## config.mk

```make
export PLATFORM = sky130hd
export DESIGN_NAME = fan_pwm_bank
export DESIGN_NICKNAME = d
export VERILOG_FILES = /design/src/rtl/fan_pwm_bank.sv
export SDC_FILE = /design/constraint.sdc
export NUM_CORES = 1
export LEC_CHECK = 0
export ABC_AREA = 1
export BUFFER_PORTS_ARGS = -buffer_cell sky130_fd_sc_hd__buf_2
export CAP_MARGIN = 40
export CORE_MARGIN = 3
export CORE_UTILIZATION = 59
export CTS_CLUSTER_DIAMETER = 200
export DETAILED_ROUTE_END_ITERATION = 8
export GPL_TIMING_DRIVEN = 0
export PLACE_DENSITY = 0.75
export SYNTH_ARGS = -nofsm -noshare
export SYNTH_HDL_FRONTEND = slang
export SYNTH_SLANG_ARGS = --single-unit
```

## constraint.sdc

```tcl
create_clock -name clk -period 2.95 [get_ports clk]
set_input_delay 0.1475 -clock clk [delete_from_list [all_inputs] [get_ports clk]]
set_output_delay 0.1475 -clock clk [all_outputs]
set_load 0.05 [all_outputs]
```

## src/rtl/fan_pwm_bank.sv

```systemverilog
// Multi-channel PWM fan driver: shared frame counter, per-channel duty lanes with
// frame-aligned duty updates and optional one-LSB-per-step soft-start ramping.

module fan_pwm_lane #(
    parameter int WIDTH = 8
) (
    input  logic             clk,
    input  logic             arst,
    input  logic             i_wr,
    input  logic [WIDTH-1:0] i_data,
    input  logic             i_wrap,
    input  logic             i_step,
    input  logic             i_ramp_en,
    input  logic [WIDTH-1:0] i_cnt,
    output logic             o_pwm,
    output logic             o_busy
);
    logic [WIDTH-1:0] r_tgt, r_cur;
    logic [WIDTH-1:0] w_tgt_nxt, w_cur_nxt;

    // The wrap update reads r_tgt, so a write landing on the wrap cycle waits a frame.
    always_comb begin
        w_tgt_nxt = i_wr ? i_data : r_tgt;
        w_cur_nxt = r_cur;
        if (i_wrap) begin
            if (!i_ramp_en) begin
                w_cur_nxt = r_tgt;
            end else if (i_step) begin
                if (r_cur < r_tgt)
                    w_cur_nxt = r_cur + 1'b1;
                else if (r_cur > r_tgt)
                    w_cur_nxt = r_cur - 1'b1;
            end
        end
    end

    always_ff @(posedge clk or posedge arst) begin
        if (arst) begin
            r_tgt  <= '0;
            r_cur  <= '0;
            o_pwm  <= 1'b0;
            o_busy <= 1'b0;
        end else begin
            r_tgt  <= w_tgt_nxt;
            r_cur  <= w_cur_nxt;
            o_pwm  <= (i_cnt < r_cur);
            o_busy <= (w_cur_nxt != w_tgt_nxt);
        end
    end
endmodule

module fan_pwm_bank #(
    parameter int WIDTH    = 8,
    parameter int CHANNELS = 4,
    parameter int RAMP_DIV = 16,
    localparam int CHW     = (CHANNELS > 1) ? $clog2(CHANNELS) : 1
) (
    input  logic                clk,
    input  logic                arst,
    input  logic [WIDTH-1:0]    period,
    input  logic                speed_wr,
    input  logic [CHW-1:0]      speed_ch,
    input  logic [WIDTH-1:0]    speed_data,
    input  logic                ramp_en,
    output logic [CHANNELS-1:0] pwm_out,
    output logic [CHANNELS-1:0] busy,
    output logic                wrap
);
    localparam int DW = (RAMP_DIV > 1) ? $clog2(RAMP_DIV) : 1;

    logic [WIDTH-1:0] r_cnt, r_period_q;
    logic [DW-1:0]    r_frame_div;
    logic             w_wrap, w_step;

    assign w_wrap = (r_cnt == r_period_q);
    assign w_step = (r_frame_div == DW'(RAMP_DIV - 1));

    // period is only sampled at the wrap, so a frame in progress is never truncated.
    always_ff @(posedge clk or posedge arst) begin
        if (arst) begin
            r_cnt       <= '0;
            r_period_q  <= '1;
            r_frame_div <= '0;
            wrap        <= 1'b0;
        end else begin
            wrap <= w_wrap;
            if (w_wrap) begin
                r_cnt       <= '0;
                r_period_q  <= period;
                r_frame_div <= w_step ? '0 : r_frame_div + 1'b1;
            end else begin
                r_cnt <= r_cnt + 1'b1;
            end
        end
    end

    // Out-of-range channel indices match no lane and are dropped.
    for (genvar c = 0; c < CHANNELS; c++) begin : g_lane
        fan_pwm_lane #(.WIDTH(WIDTH)) u_lane (
            .clk      (clk),
            .arst     (arst),
            .i_wr     (speed_wr && (speed_ch == CHW'(c))),
            .i_data   (speed_data),
            .i_wrap   (w_wrap),
            .i_step   (w_step),
            .i_ramp_en(ramp_en),
            .i_cnt    (r_cnt),
            .o_pwm    (pwm_out[c]),
            .o_busy   (busy[c])
        );
    end
endmodule

```

# Word level (Yosys, flattened, before mapping)
# Cells that the tools add are included.
dict set report word_totals {
  word_cells 82
  ff_bits 93
  inputBits 22
  out_inout_bits 9
}
dict set report classes {
  reduce_logical 5
  addsub 10
  eq_ne 9
  mux 26
  n_lt_le_gt_ge 12
}
# operator n
set ops {}
lappend ops {{two-way mux 8 bit} 25}
lappend ops {{less-than comparator 8 bit} 8}
lappend ops {{adder 8 x 1 -> 8 bit (second input constant)} 5}
lappend ops {{greater-than comparator 8 bit} 4}
lappend ops {{inequality test 8 bit} 4}
lappend ops {{subtractor 8 x 1 -> 8 bit (second input constant)} 4}
lappend ops {{== test 8 bit} 1}
lappend ops {{adder 4 x 1 -> 4 bit (second input constant)} 1}
lappend ops {{== test 2 bit (second input constant)} 2}
lappend ops {{== test 4 bit (second input constant)} 1}
lappend ops {{logical AND 1 bit} 4}
lappend ops {{two-way mux 4 bit} 1}
lappend ops {{== test 2 x 1 -> 1 bit (second input constant)} 1}
lappend ops {{logical NOT 2 bit} 1}

# Depth between registers and ports, before layout
dict set report logic_depth {
  depth_word 7
  depth_mapped 21
  depth_no_buf 21
}

# Modules after synthesis
# From an unflattened synthesis, not the netlist that was laid out.
dict set report hier_totals {
  hier_cells 1180
  area_unflattened_um2 7995.2
}
# module cells_per_inst seq_area_each_um2 area_each_um2 n_inst
set by_module_without_submodules {}
lappend by_module_without_submodules {fan_pwm_lane 261 450.4 1722.9 4}
lappend by_module_without_submodules {fan_pwm_bank 136 535.5 1103.6 1}

# Least setup slack after synthesis
# Ideal clock, no wire load.
dict set report synth_timing {
  path_kind {reg2reg}
  startpoint {register g_lane[1].u_lane.r_cur[5]}
  endpoint {register g_lane[1].u_lane.o_busy}
  setup_ns 0.119
  path_stages_with_launch 16
  n_path_buf 0
  period_less_slack_ns 2.017
  path_slack_ns 0.933
  required_time_ns 2.831
  t_arrival_ns 1.898
  path_cell_list {dfrtp_1 -> ha_1 -> a21oi_1 -> nor2_1 -> nor2_4 -> nand2_4 -> a21oi_2 -> nand2_1 -> nand2_1 -> nand3_1 -> nand2_1 -> nand2_1 -> nand2_1 -> nand3_1 -> nor2_1 -> nand2_1}
}
dict set report synth_via {
  elab_chain_len 7
  word_cells_on_any_way 10
  classes_between {add/sub (2); order compare (2); eq/ne (1); mux (5)}
}
# item line_no
set synth_rtl {}
lappend synth_rtl {{from (decl)} 18} ;# logic [WIDTH-1:0] r_tgt, r_cur;
lappend synth_rtl {{from (signal assigned)} 45} ;# r_cur <= w_cur_nxt;
lappend synth_rtl {{subtractor 8 x 1 -> 8 bit or greater-than comparator 8 bit (tied branches)} {32, 31}}
lappend synth_rtl {{two-way mux 8 bit} 31} ;# else if (r_cur > r_tgt)
lappend synth_rtl {{two-way mux 8 bit} 29} ;# if (r_cur < r_tgt)
lappend synth_rtl {{two-way mux 8 bit} 28} ;# end else if (i_step) begin
lappend synth_rtl {{two-way mux 8 bit} 26} ;# if (!i_ramp_en) begin
lappend synth_rtl {{two-way mux 8 bit (*)} 25} ;# if (i_wrap) begin
lappend synth_rtl {{inequality test 8 bit (*)} 47} ;# o_busy <= (w_cur_nxt != w_tgt_nxt);
lappend synth_rtl {{to (signal assigned)} 47}
lappend synth_rtl {{to (decl)} 16} ;# output logic o_busy
# Every way passes the cells marked *; elsewhere a longest branch is shown, timed or not.
# A chain may end at the register's enable or synchronous reset.

# Worst setup path after layout
dict set report layout_timing {
  startpoint {register r_cnt[7]}
  endpoint {register g_lane[0].u_lane.o_busy}
}
dict set report layout_via {
  elab_chain_len 3
}
# item line_no
set layout_rtl {}
lappend layout_rtl {{from (decl)} 71} ;# logic [WIDTH-1:0] r_cnt, r_period_q;
lappend layout_rtl {{from (signal assigned)} 92} ;# r_cnt <= r_cnt + 1'b1;
lappend layout_rtl {{== test 8 bit} 75} ;# assign w_wrap = (r_cnt == r_period_q);
lappend layout_rtl {{two-way mux 8 bit} 25}
lappend layout_rtl {{inequality test 8 bit} 47}
lappend layout_rtl {{to (signal assigned)} 47}
lappend layout_rtl {{to (decl)} 16}
# Every way passes these cells.

==> flow_summary_export.csv <==
group,metric,value,unit
job,cap_viol_max_count,0,
die,floorplan.io_pins,31,
global_routing,grt_most_used_layer,"met2",
synthesis,synth.yosys.seq_area_share,0.309,
synthesis,synth_nets,1232,
die,core_region_area,0.0123,mm2
placed_design,dpl_worst_slack,0.528,ns
timing,setup_viol,0,
die,effective_utilization_at_floorplan,0.617,
die,die-height,119,um
die,core.rowCount,40,
global_routing,maximum_number_of_pins_on_one_net_before_global_route_repair,65,
timing,report.final.hold_viol_count,0,
timing,fin_worst_skew,0.00782,ns
timing,worst_slack,0.469,ns
clocking,postCtsSetupRepairBufs,0,
synthesis,synth.lib_cells_used.distinct,35,
drt,ant_nets,0,
timing,achievable-frequency,0.403,GHz
drt,drt-vias-per-instance,5.48,
layout,n_antenna_cell,0,
setup_path,crit_path_buf_inv_count,2,
power,power.leakage,0.00476,uW
drt,drt_iter0_drc,697,
layout,drive_gt1_frac,0.0836,
global_routing,globalRouteMet2Util,0.497,
drt,drc_violation_count_after_routing,0,
synthesis,leading_cell_types_by_total_area_after_synthesis,"sky130_fd_sc_hd__dfrtp_1 (28%), sky130_fd_sc_hd__nand2_1 (19%), sky130_fd_sc_hd__ha_1 (12%)",
global_routing,global_route_wire_length_before_repair,34000,um
timing,slew_at_the_pin_closest_to_its_max_slew_limit,0.859,ns
setup_path,setup.worst_path.class,"flop to flop",
power,power.switching,959,uW
clocking,worstSkewPairLatency,0.35,ns
layout,final_cell_count_no_fill,1364,
synthesis,syn_avg_cell_area,6.63,um2
setup_path,critical_path.cell_chain,"inv_1 > or2_2 > nand4_1 > nor2_1 > nand2_2 > buf_2 > nand2_1 > nand2_1 > nand2_1 > nand2_1 > nand3_1 > nor2_1 > nand2_1",
global_routing,antenna_found_initial,0,
timing,setup_repair_after_global_routing_missed_its_margin,"no",
setup_path,slowest_delay,0.63,ns
synthesis,synth_top_cell_by_area,"sky130_fd_sc_hd__dfrtp_1",
placed_design,dp.final_hpwl,15100,um
clocking,htreeDepth,3,
setup_path,worstSetupEndpointType,"flop",
power,switching_share,0.305,
setup_path,timing.critical_path.fanout_max,10,
synthesis,syn-cell-area,0.00756,mm2
setup_path,cp_most_frequent_cell,"sky130_fd_sc_hd__nand2_1",
drt,drt-wirelength-per-cell,15.5,um
clocking,cts.sinks,93,
placed_design,gp_routability_congestion,0.950,
clocking,clk_transition_reported_paths,0.07,ns
timing,final_max_slew_viol_count,0,
drt,detailroute.via_count,7471,
power,pwr-share-seq,0.448,
clocking,cts_tree,"built",
die,die_area,0.0142,mm2
layout,layout.nets,1283,
power,power-per-cell-area,378,mW/mm2
die,die_w,119,um
synthesis,yosys_register_bits,93,
synthesis,synthCells,1140,
placed_design,io_buffer_count,30,
layout,layout.cells.most_common,"sky130_fd_sc_hd__nand2_1",
layout,area_delta_synth_final,10.1,%
setup_path,worst_ep_required_time,3.19,ns
power,max-vdd-ir-drop,258,uV
clocking,clock_tree.root_cell,"sky130_fd_sc_hd__clkbuf_16",
synthesis,post-synth-top-area-fraction,0.281,
power,cell_internal_power_dissipation,2190,uW
power,power.share.clock,0.367,
synthesis,synth-warning-count,0,
global_routing,via_count_of_the_first_global_routing_pass,6758,
layout,filler_cell_count,1100,
timing,max_slew_margin,0.427,
clocking,buffers_from_clock_root_to_sink_at_most,2,
setup_path,worst_ep_arrival_time,2.72,ns
outcome,status,"finished clean",
setup_path,crit_slowest_cell,"sky130_fd_sc_hd__dfrtp_1",
power,power.combinational.fraction,0.185,
timing,fin_crit_sh,0.841,
drt,postRouteWirelength,21100,um
timing,finalSetupTns,0,ns
setup_path,cp-start-kind,"flop",
global_routing,grt.met1_usage,0.406,
worst_hold_path,min_path_type,"primary input to flop",
clocking,cts-buffers-inserted,9,
timing,final.min_clock_period,2.48,ns
setup_path,crit_family,"simple AND/OR/NAND/NOR gates",
global_routing,globalRoute.totalOverflow,0,
placed_design,place.detailed.instances,1339,
layout,final_cell_mix,"sky130_fd_sc_hd__nand2_1 (383), sky130_fd_sc_hd__inv_1 (170), sky130_fd_sc_hd__nand3_1 (133), sky130_fd_sc_hd__dfrtp_1 (85), sky130_fd_sc_hd__ha_1 (70)",
global_routing,globalRouteMet3Util,0.0399,
drt,dr.pass1.iters,7,
global_routing,groute.usage.overall,0.305,
==> synthesized netlist by cell type (all sizes together) <==
| master | instances |
|---|---|
| ha | 70 |
| nand3b | 12 |
| nor3 | 11 |
| nand4 | 26 |
| dfstp | 8 |
| o21ai | 45 |
| buf | 21 |
| a21o | 4 |
| xor2 | 1 |
| nand2 | 391 |
| or2 | 10 |
| dfrtp | 85 |
| o211ai | 5 |
| a31oi | 1 |
| nor2 | 54 |
| nor4 | 1 |
| clkbuf | 10 |
| inv | 177 |
| a21boi | 6 |
| a21oi | 66 |
| clkinv | 2 |
| nand3 | 134 |
==> area by class of cell <==
cell class | instances | area (um2) | area share
Tap cell | 168 | 210 | 0.0253
Multi-Input combinational cell | 837 | 4360 | 0.524
Clock buffer | 15 | 278 | 0.0334
Inverter | 179 | 676 | 0.0812
Clock inverter | 1 | 5.00 | 0.000601
Sequential cell | 93 | 2340 | 0.281
Buffer | 31 | 188 | 0.0225
Timing Repair Buffer | 40 | 268 | 0.0322
==> layer usage <==
metal | vias to the layer above | wire length, um
li1 | 3769 | -
met1 | 3392 | 9270
met2 | 262 | 9690
met3 | 48 | 1440
met4 | 0 | 716
met5 | - | 0
==> final timing paths <==
path | start | endpoint | slack (ns) | cells after the start
min in group asynchronous | arst | g_lane[3].u_lane.o_busy | 0.36 | 3
worst max-delay path | r_cnt[7] | g_lane[0].u_lane.o_busy | 0.47 | 13
worst min-delay path | speed_data[0] | g_lane[1].u_lane.r_tgt[0] | 0.25 | 3
worst max register to register | r_cnt[7] | g_lane[0].u_lane.o_busy | 0.47 | 13
worst min register to register | r_period_q[2] | r_period_q[2] | 0.47 | 2
max in group asynchronous | arst | r_period_q[7] | 1.92 | 4
==> cells by family after synthesis <==
family,Yosys count,share of synthesized area
DFF,93,0.309
xor gates and xnor gates,1,0.00116
and+or+nand+nor,639,0.369
buffers and inverters,210,0.114
adders and majority gates,70,0.116
AOI/OAI and AO/OA,127,0.0907
==> state kept, by name, summed over array words and instances, names as in the netlist <==
name,cells
g_lane.u_lane.o_busy,4
g_lane.u_lane.r_tgt,32
wrap,1
r_frame_div,4
r_cnt,8
r_period_q,8
g_lane.u_lane.o_pwm,4
g_lane.u_lane.r_cur,32
==> power by group through the flow <==
stage | registers, uW | logic, uW | clock network (uW)
after detailed placement | 1430 | 567 | 0
after global routing | 1420 | 673 | 1210
after global placement | 1430 | 548 | 0
final | 1410 | 581 | 1150
after floorplan | 1410 | 422 | 0
after CTS | 1410 | 579 | 1160
==> worst register-to-register path, stage by stage, from the launching register on <==
cell and delay, ns:
sky130_fd_sc_hd__dfrtp_1 0.63, sky130_fd_sc_hd__inv_1 0.14, sky130_fd_sc_hd__or2_2 0.29, sky130_fd_sc_hd__nand4_1 0.09, sky130_fd_sc_hd__nor2_1 0.07, sky130_fd_sc_hd__nand2_2 0.10, sky130_fd_sc_hd__buf_2 0.33, sky130_fd_sc_hd__nand2_1 0.12
sky130_fd_sc_hd__nand2_1 0.12, sky130_fd_sc_hd__nand2_1 0.06, sky130_fd_sc_hd__nand2_1 0.07, sky130_fd_sc_hd__nand3_1 0.10, sky130_fd_sc_hd__nor2_1 0.18, sky130_fd_sc_hd__nand2_1 0.08
==> metrics by stage <==
stage,power (uW),utilization,cell area (um2),hold slack [ns]
4_1_cts,3150,0.679,8320,0.260
3_5_place_dp,2000,0.648,7950,0.185
6_report,3140,0.679,8320,0.254
2_1_floorplan,1840,-,7560,0.238
5_1_grt,3300,0.679,8320,0.286
3_3_place_gp,1980,0.646,7920,0.344
==> repair_timing <==
item                      4_1_cts  5_1_grt
hold buffers                    9        0
gates resized for setup         0        0
hold endpoints to repair       37        0
Note: power is estimated with default switching activity, not from simulation.
